File: src/rtl/key_event_fifo.sv
// Keypad row-report decoder feeding a first-word-fall-through key-code FIFO.
// Optional `KEY_IRQ_EN adds a registered fill-level / overflow interrupt output.
module key_event_fifo #(
   parameter int DEPTH      = 8,
   parameter int AW         = 3,
   parameter int IRQ_THRESH = 1
) (
   input  logic          clk,
   input  logic          rst,
   input  logic          row_rdy,
   input  logic [1:0]    hi,
   input  logic [3:0]    col_n,
   input  logic          rd_en,
   input  logic          ovf_clr,
   output logic [3:0]    key_code,
   output logic          key_valid,
   output logic [AW:0]   fifo_cnt,
   output logic          busy,
   output logic          ovf
`ifdef KEY_IRQ_EN
   ,
   output logic          irq
`endif
);

   localparam logic [AW:0] FULL_CNT = (AW+1)'(DEPTH);

   if (DEPTH != (1 << AW) || IRQ_THRESH < 0 || IRQ_THRESH > DEPTH) begin : g_bad_param
      $error("key_event_fifo: inconsistent DEPTH/AW/IRQ_THRESH");
   end

   typedef enum logic {IDLE, SCAN} state_t;

   state_t        state, state_nxt;
   logic [1:0]    row_p1;
   logic [3:0]    mask_p1;
   logic [1:0]    idx_p1;
   logic          latch_rpt;
   logic          vld_p1;
   logic          drop_rpt;

   logic [3:0]    mem [DEPTH];
   logic [AW-1:0] wr_ptr, rd_ptr;
   logic          full, pop, wr, drop_key;

   always_comb begin
      state_nxt = state;
      latch_rpt = 1'b0;
      vld_p1    = 1'b0;
      drop_rpt  = 1'b0;
      case (state)
         IDLE: begin
            if (row_rdy && (~col_n != 4'h0)) begin
               latch_rpt = 1'b1;
               state_nxt = SCAN;
            end
         end
         SCAN: begin
            vld_p1   = mask_p1[idx_p1];
            drop_rpt = row_rdy;
            if (idx_p1 == 2'd3)
               state_nxt = IDLE;
         end
         default: state_nxt = IDLE;
      endcase
   end

   // stage p1: latched report, one column visited per clock
   always_ff @(posedge clk or posedge rst) begin
      if (rst) begin
         state  <= IDLE;
         idx_p1 <= 2'd0;
      end else begin
         state  <= state_nxt;
         idx_p1 <= (state == SCAN) ? idx_p1 + 2'd1 : 2'd0;
      end
   end

   always_ff @(posedge clk) begin
      if (latch_rpt) begin
         row_p1  <= hi;
         mask_p1 <= ~col_n;
      end
   end

   assign busy     = (state == SCAN);
   assign full     = (fifo_cnt == FULL_CNT);
   assign pop      = rd_en && (fifo_cnt != '0);
   // A full FIFO still accepts a push when the head is popped in the same cycle.
   assign wr       = vld_p1 && (!full || pop);
   assign drop_key = vld_p1 && full && !pop;

   // stage p2: FIFO storage and bookkeeping
   always_ff @(posedge clk) begin
      if (wr)
         mem[wr_ptr] <= {row_p1, idx_p1};
   end

   always_ff @(posedge clk or posedge rst) begin
      if (rst) begin
         wr_ptr   <= '0;
         rd_ptr   <= '0;
         fifo_cnt <= '0;
         ovf      <= 1'b0;
      end else begin
         if (wr)
            wr_ptr <= wr_ptr + 1'b1;
         if (pop)
            rd_ptr <= rd_ptr + 1'b1;
         case ({wr, pop})
            2'b10:   fifo_cnt <= fifo_cnt + 1'b1;
            2'b01:   fifo_cnt <= fifo_cnt - 1'b1;
            default: fifo_cnt <= fifo_cnt;
         endcase
         if (drop_key || drop_rpt)
            ovf <= 1'b1;
         else if (ovf_clr)
            ovf <= 1'b0;
      end
   end

   assign key_valid = (fifo_cnt != '0);
   assign key_code  = key_valid ? mem[rd_ptr] : 4'h0;

`ifdef KEY_IRQ_EN
   always_ff @(posedge clk or posedge rst) begin
      if (rst)
         irq <= 1'b0;
      else
         irq <= (fifo_cnt >= (AW+1)'(IRQ_THRESH)) || ovf;
   end
`endif

endmodule
File: config.mk
export PLATFORM = sky130hd
export DESIGN_NAME = key_event_fifo
export DESIGN_NICKNAME = d
export VERILOG_FILES = /design/src/rtl/key_event_fifo.sv
export SDC_FILE = /design/constraint.sdc
export NUM_CORES = 1
export LEC_CHECK = 0
export BUFFER_PORTS_ARGS = -buffer_cell sky130_fd_sc_hd__buf_4
export CAP_MARGIN = 15
export CORE_UTILIZATION = 57
export DETAILED_ROUTE_END_ITERATION = 12
export GPL_TIMING_DRIVEN = 0
export HOLD_SLACK_MARGIN = 0.06
export PLACE_DENSITY = 0.86
export REMOVE_ABC_BUFFERS = 1
export SETUP_SLACK_MARGIN = 0.2
export SYNTH_ARGS = -nofsm -noshare
export SYNTH_HDL_FRONTEND = slang
export SYNTH_SLANG_ARGS = --single-unit
File: constraint.sdc
create_clock -name clk -period 2.9 [get_ports clk]
set_clock_uncertainty 0.15 [all_clocks]
set_input_delay 0.29 -clock clk [delete_from_list [all_inputs] [get_ports clk]]
set_output_delay 0.29 -clock clk [all_outputs]
set_load 0.05 [all_outputs]
# Word level (Yosys, flattened, before mapping)
# Memory sizes are Yosys's and may differ from the RTL's.
# Index checks and enable logic that the tools add are counted.
# totals
ff_bits,20
ram_bits,32
input_bits,11
out_inout_bits,11
elab_cells,49
mem_count,1
# mem_list
memory,depth,word_bits,rd,rd_clocked_by_memory_dff,write_ports,line,text
mem,8,4,1,0,1,42,logic [3:0] mem [DEPTH];
# op_classes
n_addsub,5
order_cmp,1
n_eq_ne,4
n_mux,15
bitwise_logic,2
n_reduce_logical,13
# op_table
operator,n
$mux W1,10
$pmux W4 S2,1
$reduce_bool A4 Y1,2
$add A3 B1 Y3 const B,2
$logic_and A1 B1 Y1,5
$add A4 B1 Y4 const B,1
$eq A2 B2 Y1 const B,2
$eq A4 B4 Y1 const B,1
$mux W4,1
$not A4 Y4,1
$reduce_bool A2 Y1,2
$sub A4 B1 Y4 const B,1
$lt A2 B3 Y1 const B,1
$add A2 B1 Y2 const B,1
$bmux W1 S2,1
$eq A2 B1 Y1 const B,1
$logic_not A1 Y1,2
$logic_or A1 B1 Y1,2
$mux W2,1
$pmux W1 S2,1
$not A1 Y1,1

# Logic depth before layout (Yosys ltp)
# Gate-level depths: netlist (run 1).
# logic_depth
depth_word,7
mapped_depth,8
mapped_depth_nobuf,7

# Least setup slack after synthesis (run 1)
# No wires, ideal clock.
# synth_path
path_kind,register to register
start,reg fifo_cnt[1]
end,reg fifo_cnt[2]
setup_time_ns,0.083
t_arrival_ns,2.214
required_ns,2.667
slack_ns,0.453
path_stages_with_launch,9
n_path_buf,1
period_less_slack_ns,2.447
cell_sequence,dfrtp_1 buf_6 o41ai_2 a21o_1 xnor2_1 ha_1 or2_2 o22ai_1 xor2_1
# synth_between
elab_chain_cells,6
elab_cells_between_ends,12
classes_between,add/sub (2); eq/ne (3); mux (1); reduce/logical (6)
# synth_lines
item,line,text
"start, declared",17,"output logic [AW:0] fifo_cnt,"
"start signal, assigned",111,2'b10: fifo_cnt <= fifo_cnt + 1'b1;
"start signal, assigned",112,2'b01: fifo_cnt <= fifo_cnt - 1'b1;
"start signal, assigned",113,default: fifo_cnt <= fifo_cnt;
$eq A4 B4 Y1 / $reduce_bool A4 Y1 (equally long branches),"87, 88",
$logic_not A1 Y1 / $logic_and A1 B1 Y1 (equally long branches),"90, 88",
$logic_or A1 B1 Y1,90,assign wr = vld_p1 && (!full || pop);
$logic_and A1 B1 Y1,90,
$eq A2 B1 Y1 / $eq A2 B2 Y1 (equally long branches),110,"case ({wr, pop})"
$pmux W4 S2 / $reduce_bool A2 Y1 (equally long branches),-,
# Parallel ways exist; a longest one is shown, timed or not.
# A chain may end at the register's enable or synchronous reset.

# Final worst setup path (run 1)
# layout_path
start,reg idx_p1[0]
end,reg fifo_cnt[2]
# layout_between
elab_chain_cells,6
elab_cells_between_ends,8
classes_between,eq/ne (2); mux (4); reduce/logical (2)
# layout_lines
item,line,text
"start, declared",37,logic [1:0] idx_p1;
"start signal, assigned",75,idx_p1 <= (state == SCAN) ? idx_p1 + 2'd1 : 2'd0;
$bmux W1 S2 *,59,vld_p1 = mask_p1[idx_p1];
$mux W1 (not written as such) *,59,
$mux W1 *,51,case (state)
$logic_and A1 B1 Y1 *,90,
$eq A2 B1 Y1 / $eq A2 B2 Y1 (equally long branches),110,
$pmux W4 S2 / $reduce_bool A2 Y1 (equally long branches),-,
# Mark *: on every way between the ends. The rest lies on a longest branch, timed or not. The select of a mux whose other input is x is not followed.

==> summary.txt, run 1 <==
Clock tree
  – Clk_lat worst skew: 0.31 ns
  – CTS tree: yes
  – Max clock buf depth: 2
  – Worst-path clk slew: 0.10 ns
  – Root Buffer Master: clkbuf_8
  – H-tree levels: 2
  – CTS buffer count: 5
  – CTS sink cnt: 52

Power and ir drop
  – Clock Power Share: 0.142
  – Pwr/cell area: 1141 nW/um^2
  – Combinational share of power: 0.421
  – Reg power frac: 0.438
  – Internal: 1739 uW
  – Sw Share: 0.4164
  – P_leak: 0.0009878 uW
  – Net Switching: 1240 uW
  – Peak supply drop: 0.5642 mV

Cells and area
  – Final Util: 0.7024
  – Layout area overhead: 16.08%
  – Share of layout cells above drive strength 1: 0.3077
  – Total Nets Final: 183
  – # diodes: 0

Die
  – Row count: 22
  – Std-Cell Core Area: 3716 um^2
  – Chip width: 64.81 um
  – Die area: 4200 um^2
  – IO Count: 22
  – Height of the die: 64.81 um
  – Starting Density: 0.6051

Hold path
  – Hold Crit Class: in2reg
  – Hold-critical path endpoint: mask_p1[0]
  – Worst hold start: col_n[0]
  – Worst Hold Path Cells: 2

Critical path
  – Reg2Reg Depth: 7
  – Crit Path Max Fanout: 6
  – Data arrival time of the critical path: 2.66 ns
  – Crit path required time: 2.99 ns
  – R2r setup slk: 0.33 ns
  – Worst R2R End: fifo_cnt[2]
  – CP Launch Type: flop
  – Crit end category: flop
  – Reg-to-Reg Start: idx_p1[0]
  – Crit path kind: reg2reg

Timing
  – Fmax: 389.7 MHz
  – Fin crit share: 0.8848
  – Final worst path period need: 2.566 ns
  – Rel. slew slack: 0.3848
  – Slew Viols, Final: 0
  – RSZ-0062 raised after global routing: no
  – Fin. Hold Viols: 0
  – Setup TNS: 0 ns
  – Final setup fails: 0
  – Actual slew at the worst max-slew pin: 0.9100 ns

Route
  – Vias per cell: 5.677
  – Routed Antenna Nets: 0
  – Starting DRT DRC Count: 59
  – DRT Pass-1 Iters: 4
  – Wirelength per Cell: 16.82 um
  – WL final: 3651 um
  – Routed via count: 1232
  – DRC viols: 0

Synth
  – Netlist cell types: 37
  – Syn_area_per_cell: 16.06 um^2
  – Post-synth design cell area: 2248 um^2
  – Register area share after synthesis: 0.6633
  – Synth warn: 0
  – Post-synth top flop: edfxtp_1
  – Post-synth EDFFs: 38
  – Synth Register Bits: 52
  – Async SR Flop Fraction: 0.2692
  – Syn Inst Count: 140

Run
  – Maxcap violations: 0

Global routing
  – Vias in the first global route: 1237
  – Remaining global-route overflow: 0
  – First-pass GRT wire length: 6051 um
  – GRT Resource Usage Total: 0.2064
  – Antenna violations before repair: 0
  – Largest net degree at the start of global routing: 19

Outcome
  – Status: finished, final reports clean

Placement
  – Post-DP HPWL: 2560 um
  – Gpl congestion: 0.7856
  – I/O Buffers: 21
registers in the layout (all words and copies together), names as in the netlist:
| name | flops |
|---|---|
| ovf | 1 |
| mask_p1 | 4 |
| busy | 1 |
| row_p1 | 2 |
| idx_p1 | 2 |
| wr_ptr | 3 |
| rd_ptr | 3 |
| fifo_cnt | 4 |
| mem | 32 |
logic make-up after synthesis:
logic type      synth area share
flops                     0.6633
buf+inv                  0.03060
mux                       0.1241
xor+xnor                 0.02727
fa+ha+maj                0.02226
simple gates             0.08793
compound gates           0.04452
power groups by stage:
| stage | clock, uW | sequential [uW] | combinational, uW |
|---|---|---|---|
| CTS | 431 | 1310 | 1210 |
| detailed placement | 0 | 1330 | 1200 |
| global route | 457 | 1340 | 1350 |
| finish | 422 | 1300 | 1250 |
| floorplan | 0 | 1360 | 798 |
| global placement | 0 | 1290 | 1150 |
worst max-delay path: stages, from the launching register on:
cell and delay, ns:
dfrtp_2 0.44, mux4_2 0.63, a21o_4 0.28, xnor2_1 0.15, ha_1 0.23, or2_2 0.29
o22ai_1 0.19, xor2_1 0.15
cell usage in the layout (no fill, tap or decap), types with 3 or more instances in the layout:
cell type      count
dlygate4sd3_1      4
inv_1              9
nor3_1             3
xor2_1             3
xnor2_1            4
ha_1               4
clkbuf_8           5
dfrtp_1           13
mux2i_1            5
edfxtp_1          38
buf_4             24
nor2_1             9
nand2_1            7
mux4_2             9
cell usage after synthesis (3+ instances only):
| library cell | instances | area [um^2] |
|---|---|---|
| ha_1 | 4 | 50.05 |
| nand2_1 | 7 | 26.28 |
| xor2_1 | 3 | 26.28 |
| inv_1 | 9 | 33.78 |
| clkbuf_1 | 3 | 11.26 |
| dfrtp_1 | 14 | 350.3 |
| nor2_1 | 9 | 33.78 |
| edfxtp_1 | 38 | 1141 |
| nor3_1 | 3 | 15.01 |
| mux4_2 | 9 | 202.7 |
| xnor2_1 | 4 | 35.03 |
| mux2i_1 | 5 | 50.05 |
timing repair:
action	4_1_cts	5_1_grt
endpoints found under the hold margin	17	0
hold buffers	4	0
setup endpoints to repair	1	1
resized for setup	1	2
setup buffers	0	3
pin swaps	0	0
gates cloned	0	0
how the worst max path moves through the flow:
stage | end | startpoint | slack (ns)
after floorplan | fifo_cnt[2] | idx_p1[0] | 0.44
after CTS | fifo_cnt[2] | idx_p1[0] | 0.20
final | fifo_cnt[2] | idx_p1[0] | 0.33
after global routing | fifo_cnt[2] | idx_p1[0] | 0.22
after detailed placement | fifo_cnt[2] | idx_p1[0] | 0.08
after global placement | fifo_cnt[2] | idx_p1[0] | 0.30
per-stage QoR:
step | cells | area [um^2] | power, uW | setup slack, ns | hold WS (ns)
after global placement | 202 | 2431 | 2439 | 0.2976 | 0.2039
after detailed placement | 202 | 2431 | 2526 | 0.08051 | 0.2091
after global routing | 217 | 2610 | 3144 | 0.2158 | 0.07629
after floorplan | 133 | 2213 | 2161 | 0.4392 | 0.02922
final | 217 | 2610 | 2979 | 0.3341 | 0.07930
after CTS | 214 | 2569 | 2949 | 0.2011 | 0.07259
cell type report:
type | instances | area (um^2)
sequential | 52 | 1493
timing repair buffer | 28 | 220.2
fill | 234 | 1106
clock inverter | 3 | 27.53
inverter | 9 | 33.78
tap | 48 | 60.06
multi-input combinational | 72 | 706.9
clock buffer | 5 | 68.82
routing by layer:
layer	wire, um	vias up	global-route usage
li1	-	581	-
met1	1578	620	0.2642
met2	1880	26	0.3268
met3	127	5	0.06338
met4	65	0	0.08611
met5	0	-	0
(Power assumes the default switching activity.)
==> run 2: changes to the inputs <==
PLACE_DENSITY = 0.77   (was 0.86)
==> summary.txt, run 2 (synthesized netlist as in run 1, its figures left out) <==
Critical path
  – Crit end category: flop
  – CP max stage delay: 0.62 ns (about the same)
  – Crit path cell chain: mux4_2 -> a21o_1 -> xnor2_1 -> ha_1 -> or2_2 -> o22ai_1 -> xor2_1
  – Data arrival time of the critical path: 2.61 ns (-0.05 ns)
  – Crit path required time: 2.98 ns (about the same)
  – Crit path kind: reg2reg
  – Crit-path leading delay family: multiplexers
  – Crit Path Max Fanout: 6 (unchanged)
  – Reg-to-Reg Start: idx_p1[0]
  – Worst R2R End: fifo_cnt[2]
  – R2r setup slk: 0.38 ns (+0.04 ns)
  – CP max-delay cell: mux4_2
  – Reg2Reg Depth: 7 (unchanged)
  – CP Launch Type: flop
  – Buf/Inv on CP: 0 (unchanged)
  – CP Depth: 7 (unchanged)

Cells and area
  – Total Nets Final: 182 (-0.55%)
  – Largest registers: mem: 32 flops, fifo_cnt: 4 flops, mask_p1: 4 flops
  – # diodes: 0 (unchanged)
  – Most flop-heavy register: mem
  – Fin cells: 216 (-0.46%)
  – Most common cell after layout, fill and taps aside: edfxtp_1
  – Fillers: 260 (+11%)
  – Largest register FFs: 32 (unchanged)
  – Commonest cells after routing, fill and taps aside: edfxtp_1 (38), buf_4 (22), dfrtp_1 (13)
  – Layout area overhead: 14.41%
  – Share of layout cells above drive strength 1: 0.2976 (-0.01007)

Placement
  – Gpl congestion: 0.7624 (-3.0%)
  – Placed Cells: 202 (unchanged)
  – Post-DP HPWL: 2586 um (+1.0%)
  – Pre-CTS WS: 0.1717 ns (+0.09120 ns)
  – I/O Buffers: 21 (unchanged)

Die
  – Starting Density: 0.6051 (unchanged)
  – Height of the die: 64.81 um (unchanged)
  – Chip width: 64.81 um (unchanged)
  – Row count: 22 (unchanged)
  – IO Count: 22 (unchanged)
  – Std-Cell Core Area: 3716 um^2 (unchanged)
  – Die area: 4200 um^2 (unchanged)

Power and ir drop
  – Peak supply drop: 0.6247 mV (+11%)
  – P_leak: 0.0009810 uW (-0.68%)
  – Pwr/cell area: 1130 nW/um^2 (-0.97%)

Route
  – Vias per cell: 5.606 (-1.2%)
  – DRC viols: 0 (unchanged)
  – Wirelength per Cell: 16.86 um (+0.22%)
  – DR WL met3: 161 um (+27%)
  – Top Layer Used: met4
  – Routed Antenna Nets: 0 (unchanged)
  – Starting DRT DRC Count: 51 (-14%)
  – Met2 WL: 1855 um (-1.3%)
  – M1 WL: 1578 um (unchanged)
  – DRT Pass-1 Iters: 4 (unchanged)
  – WL final: 3642 um (-0.25%)
  – Routed via count: 1211 (-1.7%)

Global routing
  – Antenna violations before repair: 0 (unchanged)
  – Largest net degree at the start of global routing: 17 (-2)
  – Vias in the first global route: 1243 (+0.49%)
  – Remaining global-route overflow: 0 (unchanged)
  – First-pass GRT wire length: 5996 um (-0.91%)
  – GRT Resource Usage Total: 0.2035 (-0.002873)

Timing
  – Fin. Hold Viols: 0 (unchanged)
  – Final setup fails: 0 (unchanged)
  – Rel. slew slack: 0.3630 (-0.02180)
  – Fmax: 396.1 MHz (+1.6%)
  – Slew Viols, Final: 0 (unchanged)
  – Fin crit share: 0.8705 (-0.01431)
  – Crit path setup slack, layout: 0.3756 ns (+0.04150 ns)
  – RSZ-0062 raised after global routing: no
  – Setup TNS: 0 ns (unchanged)
  – Final worst path period need: 2.524 ns (-0.04150 ns)
  – Actual slew at the worst max-slew pin: 0.9422 ns (+0.03224 ns)

Clock tree
  – H-tree levels: 2 (unchanged)
  – CTS buffer count: 5 (unchanged)
  – Clk_lat worst skew: 0.30 ns (about the same)
  – Root Buffer Master: clkbuf_8
  – Max clock buf depth: 2 (unchanged)
  – CTS tree: yes
  – CTS sink cnt: 52 (unchanged)
  – Worst-path clk slew: 0.09 ns (about the same)

Hold path
  – Hold-critical path endpoint: mask_p1[1]
  – Hold Crit Class: in2reg
  – Worst Hold Path Cells: 2 (unchanged)
  – Worst hold start: col_n[1]

Outcome
  – Status: finished, final reports clean

Run
  – Maxcap violations: 0 (unchanged)
==> run 2: worst max-delay path by stage <==
stage | slack [ns] | to | start
after floorplan | 0.44 | fifo_cnt[2] | idx_p1[0]
final | 0.38 | fifo_cnt[2] | idx_p1[0]
after global placement | 0.28 | fifo_cnt[2] | idx_p1[0]
after detailed placement | 0.17 | fifo_cnt[2] | idx_p1[0]
after CTS | 0.25 | mem[4][2] | idx_p1[0]
after global routing | 0.23 | fifo_cnt[2] | idx_p1[0]
==> run 2: where the power goes <==
group,internal [uW],switching [uW],leakage (uW)
combinational,514,700,0.000420
sequential,1020,270,0.000513
clock,169,233,0.0000479
==> run 2: per-layer routing <==
| layer | GRT usage | vias to the layer above |
|---|---|---|
| met2 | 0.3411 | 40 |
| li1 | - | 573 |
| met1 | 0.2574 | 593 |
| met5 | 0 | - |
| met3 | 0.05282 | 5 |
| met4 | 0.06667 | 0 |
==> run 2: worst reg2reg max path, stage by stage, from the launching register on <==
cell and delay, ns:
dfrtp_2 0.42, mux4_2 0.62, a21o_1 0.29, xnor2_1 0.15
ha_1 0.20, or2_2 0.27, o22ai_1 0.19, xor2_1 0.16
==> run 2: area by class of cell <==
type,count,area (um^2),area share
flip-flops and latches,52,1493,0.5803
multi-input cells,72,688.2,0.2675
repair buffers,27,210.2,0.08171
clock buffers,5,68.82,0.02675
well taps,48,60.06,0.02335
inverters,9,33.78,0.01313
clock inverters,3,18.77,0.007296
==> run 2: what timing repair did <==
item	CTS	global route
endpoints found under the setup margin	5	1
buffers inserted	0	1
hold endpoints to repair	17	0
hold buffers	4	0
resized for setup	1	0
==> run 2: per-stage QoR <==
| stage | power [uW] | instance area (um^2) | hold slack, ns | utilization |
|---|---|---|---|---|
| after detailed placement | 2511 | 2431 | 0.2182 | 0.6542 |
| after global routing | 3066 | 2572 | 0.07753 | 0.6923 |
| after floorplan | 2161 | 2213 | 0.02922 | - |
| final | 2908 | 2572 | 0.08804 | 0.6923 |
| after CTS | 2909 | 2560 | 0.08325 | 0.6889 |
| after global placement | 2449 | 2431 | 0.2069 | 0.6542 |
==> run 3: changes to the inputs <==
clock period = 3.2 ns   (was 2.9 ns; I/O delays follow)
==> summary.txt, run 3 (synthesized netlist as in run 1, its figures left out) <==
Timing
  – Actual slew at the worst max-slew pin: 0.9507 ns (+0.008484 ns)
  – Final worst path period need: 2.758 ns (+0.2341 ns)
  – Slew Viols, Final: 0 (unchanged)
  – Rel. slew slack: 0.3573 (-0.005735)
  – Fin crit share: 0.8620 (-0.008465)
  – RSZ-0062 raised after global routing: no
  – Setup TNS: 0 ns (unchanged)
  – Fmax: 362.5 MHz (-8.5%)
  – Crit path setup slack, layout: 0.4416 ns (+0.06595 ns)
  – Final setup fails: 0 (unchanged)
  – Fin. Hold Viols: 0 (unchanged)

Die
  – IO Count: 22 (unchanged)
  – Height of the die: 64.81 um (unchanged)
  – Starting Density: 0.6051 (unchanged)
  – Die area: 4200 um^2 (unchanged)
  – Std-Cell Core Area: 3716 um^2 (unchanged)
  – Chip width: 64.81 um (unchanged)
  – Row count: 22 (unchanged)

Hold path
  – Worst Hold Path Cells: 2 (unchanged)
  – Worst hold start: col_n[1]
  – Hold Crit Class: in2reg
  – Hold-critical path endpoint: mask_p1[1]

Route
  – Routed Antenna Nets: 0 (unchanged)
  – WL final: 3676 um (+0.93%)
  – Wirelength per Cell: 17.10 um (+1.4%)
  – Starting DRT DRC Count: 61 (+20%)
  – DRC viols: 0 (unchanged)
  – DRT Pass-1 Iters: 4 (unchanged)
  – Vias per cell: 5.591 (-0.28%)
  – Routed via count: 1202 (-0.74%)

Critical path
  – Crit path kind: reg2reg
  – CP Launch Type: flop
  – Reg2Reg Depth: 7 (unchanged)
  – R2r setup slk: 0.44 ns (+0.07 ns)
  – Data arrival time of the critical path: 2.84 ns (+0.23 ns)
  – Crit path required time: 3.28 ns (+0.30 ns)
  – Worst R2R End: fifo_cnt[2]
  – Crit end category: flop
  – Reg-to-Reg Start: idx_p1[0]
  – Crit Path Max Fanout: 11 (+5)

Placement
  – I/O Buffers: 21 (unchanged)
  – Pre-CTS WS: 0.4717 ns (+0.3000 ns)
  – Area after DPL: 2431 um^2 (unchanged)
  – Post-DP HPWL: 2586 um (unchanged)
  – Gpl congestion: 0.7624 (unchanged)
  – Placed Cells: 202 (unchanged)

Global routing
  – Remaining global-route overflow: 0 (unchanged)
  – Antenna violations before repair: 0 (unchanged)
  – First-pass GRT wire length: 5996 um (unchanged)
  – Largest net degree at the start of global routing: 17 (unchanged)
  – Vias in the first global route: 1243 (unchanged)
  – GRT Resource Usage Total: 0.2035 (unchanged)

Cells and area
  – Fillers: 264 (+1.5%)
  – Share of layout cells above drive strength 1: 0.2874 (-0.01019)
  – Total Nets Final: 181 (-0.55%)
  – Most common cell after layout, fill and taps aside: edfxtp_1
  – Largest register FFs: 32 (unchanged)
  – Layout area overhead: 14.02%
  – Largest registers: mem: 32 flops, fifo_cnt: 4 flops, mask_p1: 4 flops
  – Commonest cells after routing, fill and taps aside: edfxtp_1 (38), buf_4 (21), dfrtp_1 (14)
  – Fin cells: 215 (-0.46%)
  – Final Cell Area: 2564 um^2 (-0.34%)
  – # diodes: 0 (unchanged)
  – Most flop-heavy register: mem

Clock tree
  – CTS tree: yes
  – Root Buffer Master: clkbuf_8
  – CTS sink cnt: 52 (unchanged)
  – Worst-path clk slew: 0.09 ns (about the same)
  – Post_cts resized: 0 (-1)
  – CTS buffer count: 5 (unchanged)
  – H-tree levels: 2 (unchanged)
  – Clk_lat worst skew: 0.30 ns (about the same)
  – Max clock buf depth: 2 (unchanged)

Outcome
  – Status: finished, final reports clean

Power and ir drop
  – Peak supply drop: 0.5693 mV (-8.9%)
  – P_leak: 0.0009772 uW (-0.39%)
  – Pwr/cell area: 1025 nW/um^2 (-9.3%)

Run
  – Maxcap violations: 0 (unchanged)
run 3: cell count changes in the layout (fill, tap and decap cells not counted):
| cell | previous run | this run |
|---|---|---|
| buf_4 | 22 | 21 |
| dfrtp_2 | 1 | 0 |
| dfrtp_1 | 13 | 14 |
run 3: how the worst max path moves through the flow:
stage	startpoint	end	slack, ns	cells past startpoint
after floorplan	idx_p1[0]	fifo_cnt[2]	0.74	7
after global placement	idx_p1[0]	fifo_cnt[2]	0.58	7
after detailed placement	idx_p1[0]	fifo_cnt[2]	0.47	7
after CTS	idx_p1[0]	fifo_cnt[2]	0.45	7
after global routing	idx_p1[0]	fifo_cnt[2]	0.27	7
final	idx_p1[0]	fifo_cnt[2]	0.44	7
run 3: metrics by stage:
step / power, uW / hold slack (ns) / utilization
2_1_floorplan: 1958 / 0.05922 / -
3_3_place_gp: 2219 / 0.2369 / 0.6542
3_5_place_dp: 2275 / 0.2482 / 0.6542
4_1_cts: 2635 / 0.1133 / 0.6886
5_1_grt: 2771 / 0.1075 / 0.6899
6_report: 2629 / 0.1172 / 0.6899
run 3: layout make-up:
cell class,count,area [um^2],area share
sequential,52,1491,0.5817
multi-input combinational,72,688.2,0.2684
timing repair buffer,26,202.7,0.07906
clock buffer,5,68.82,0.02684
tap,48,60.06,0.02343
inverter,9,33.78,0.01318
clock inverter,3,18.77,0.007321
run 3: metal layers:
metal  vias to the layer above  share of wire  track usage
met5                         -              0            0
met4                         0          0.012      0.06667
met3                         5          0.036      0.05282
met2                        30           0.51       0.3411
met1                       597           0.44       0.2574
li1                        570              -            -
run 3: where the power goes:
group | internal (uW) | switching (uW) | total (uW) | leakage, uW
combinational | 458 | 623 | 1080 | 0.000415
sequential | 925 | 260 | 1190 | 0.000514
clock | 153 | 210 | 363 | 0.0000479
total | 1540 | 1090 | 2630 | 0.000977
run 3: worst max-delay path, stage by stage (launching register included):
cell	delay, ns
dfrtp_1	0.60
mux4_2	0.67
a21o_1	0.29
xnor2_1	0.15
ha_1	0.20
or2_2	0.27
o22ai_1	0.19
xor2_1	0.16
run 3: what timing repair did:
item | CTS | global route
hold endpoints to repair | 17 | 0
hold buffers | 4 | 0
buffers inserted | 0 | 0
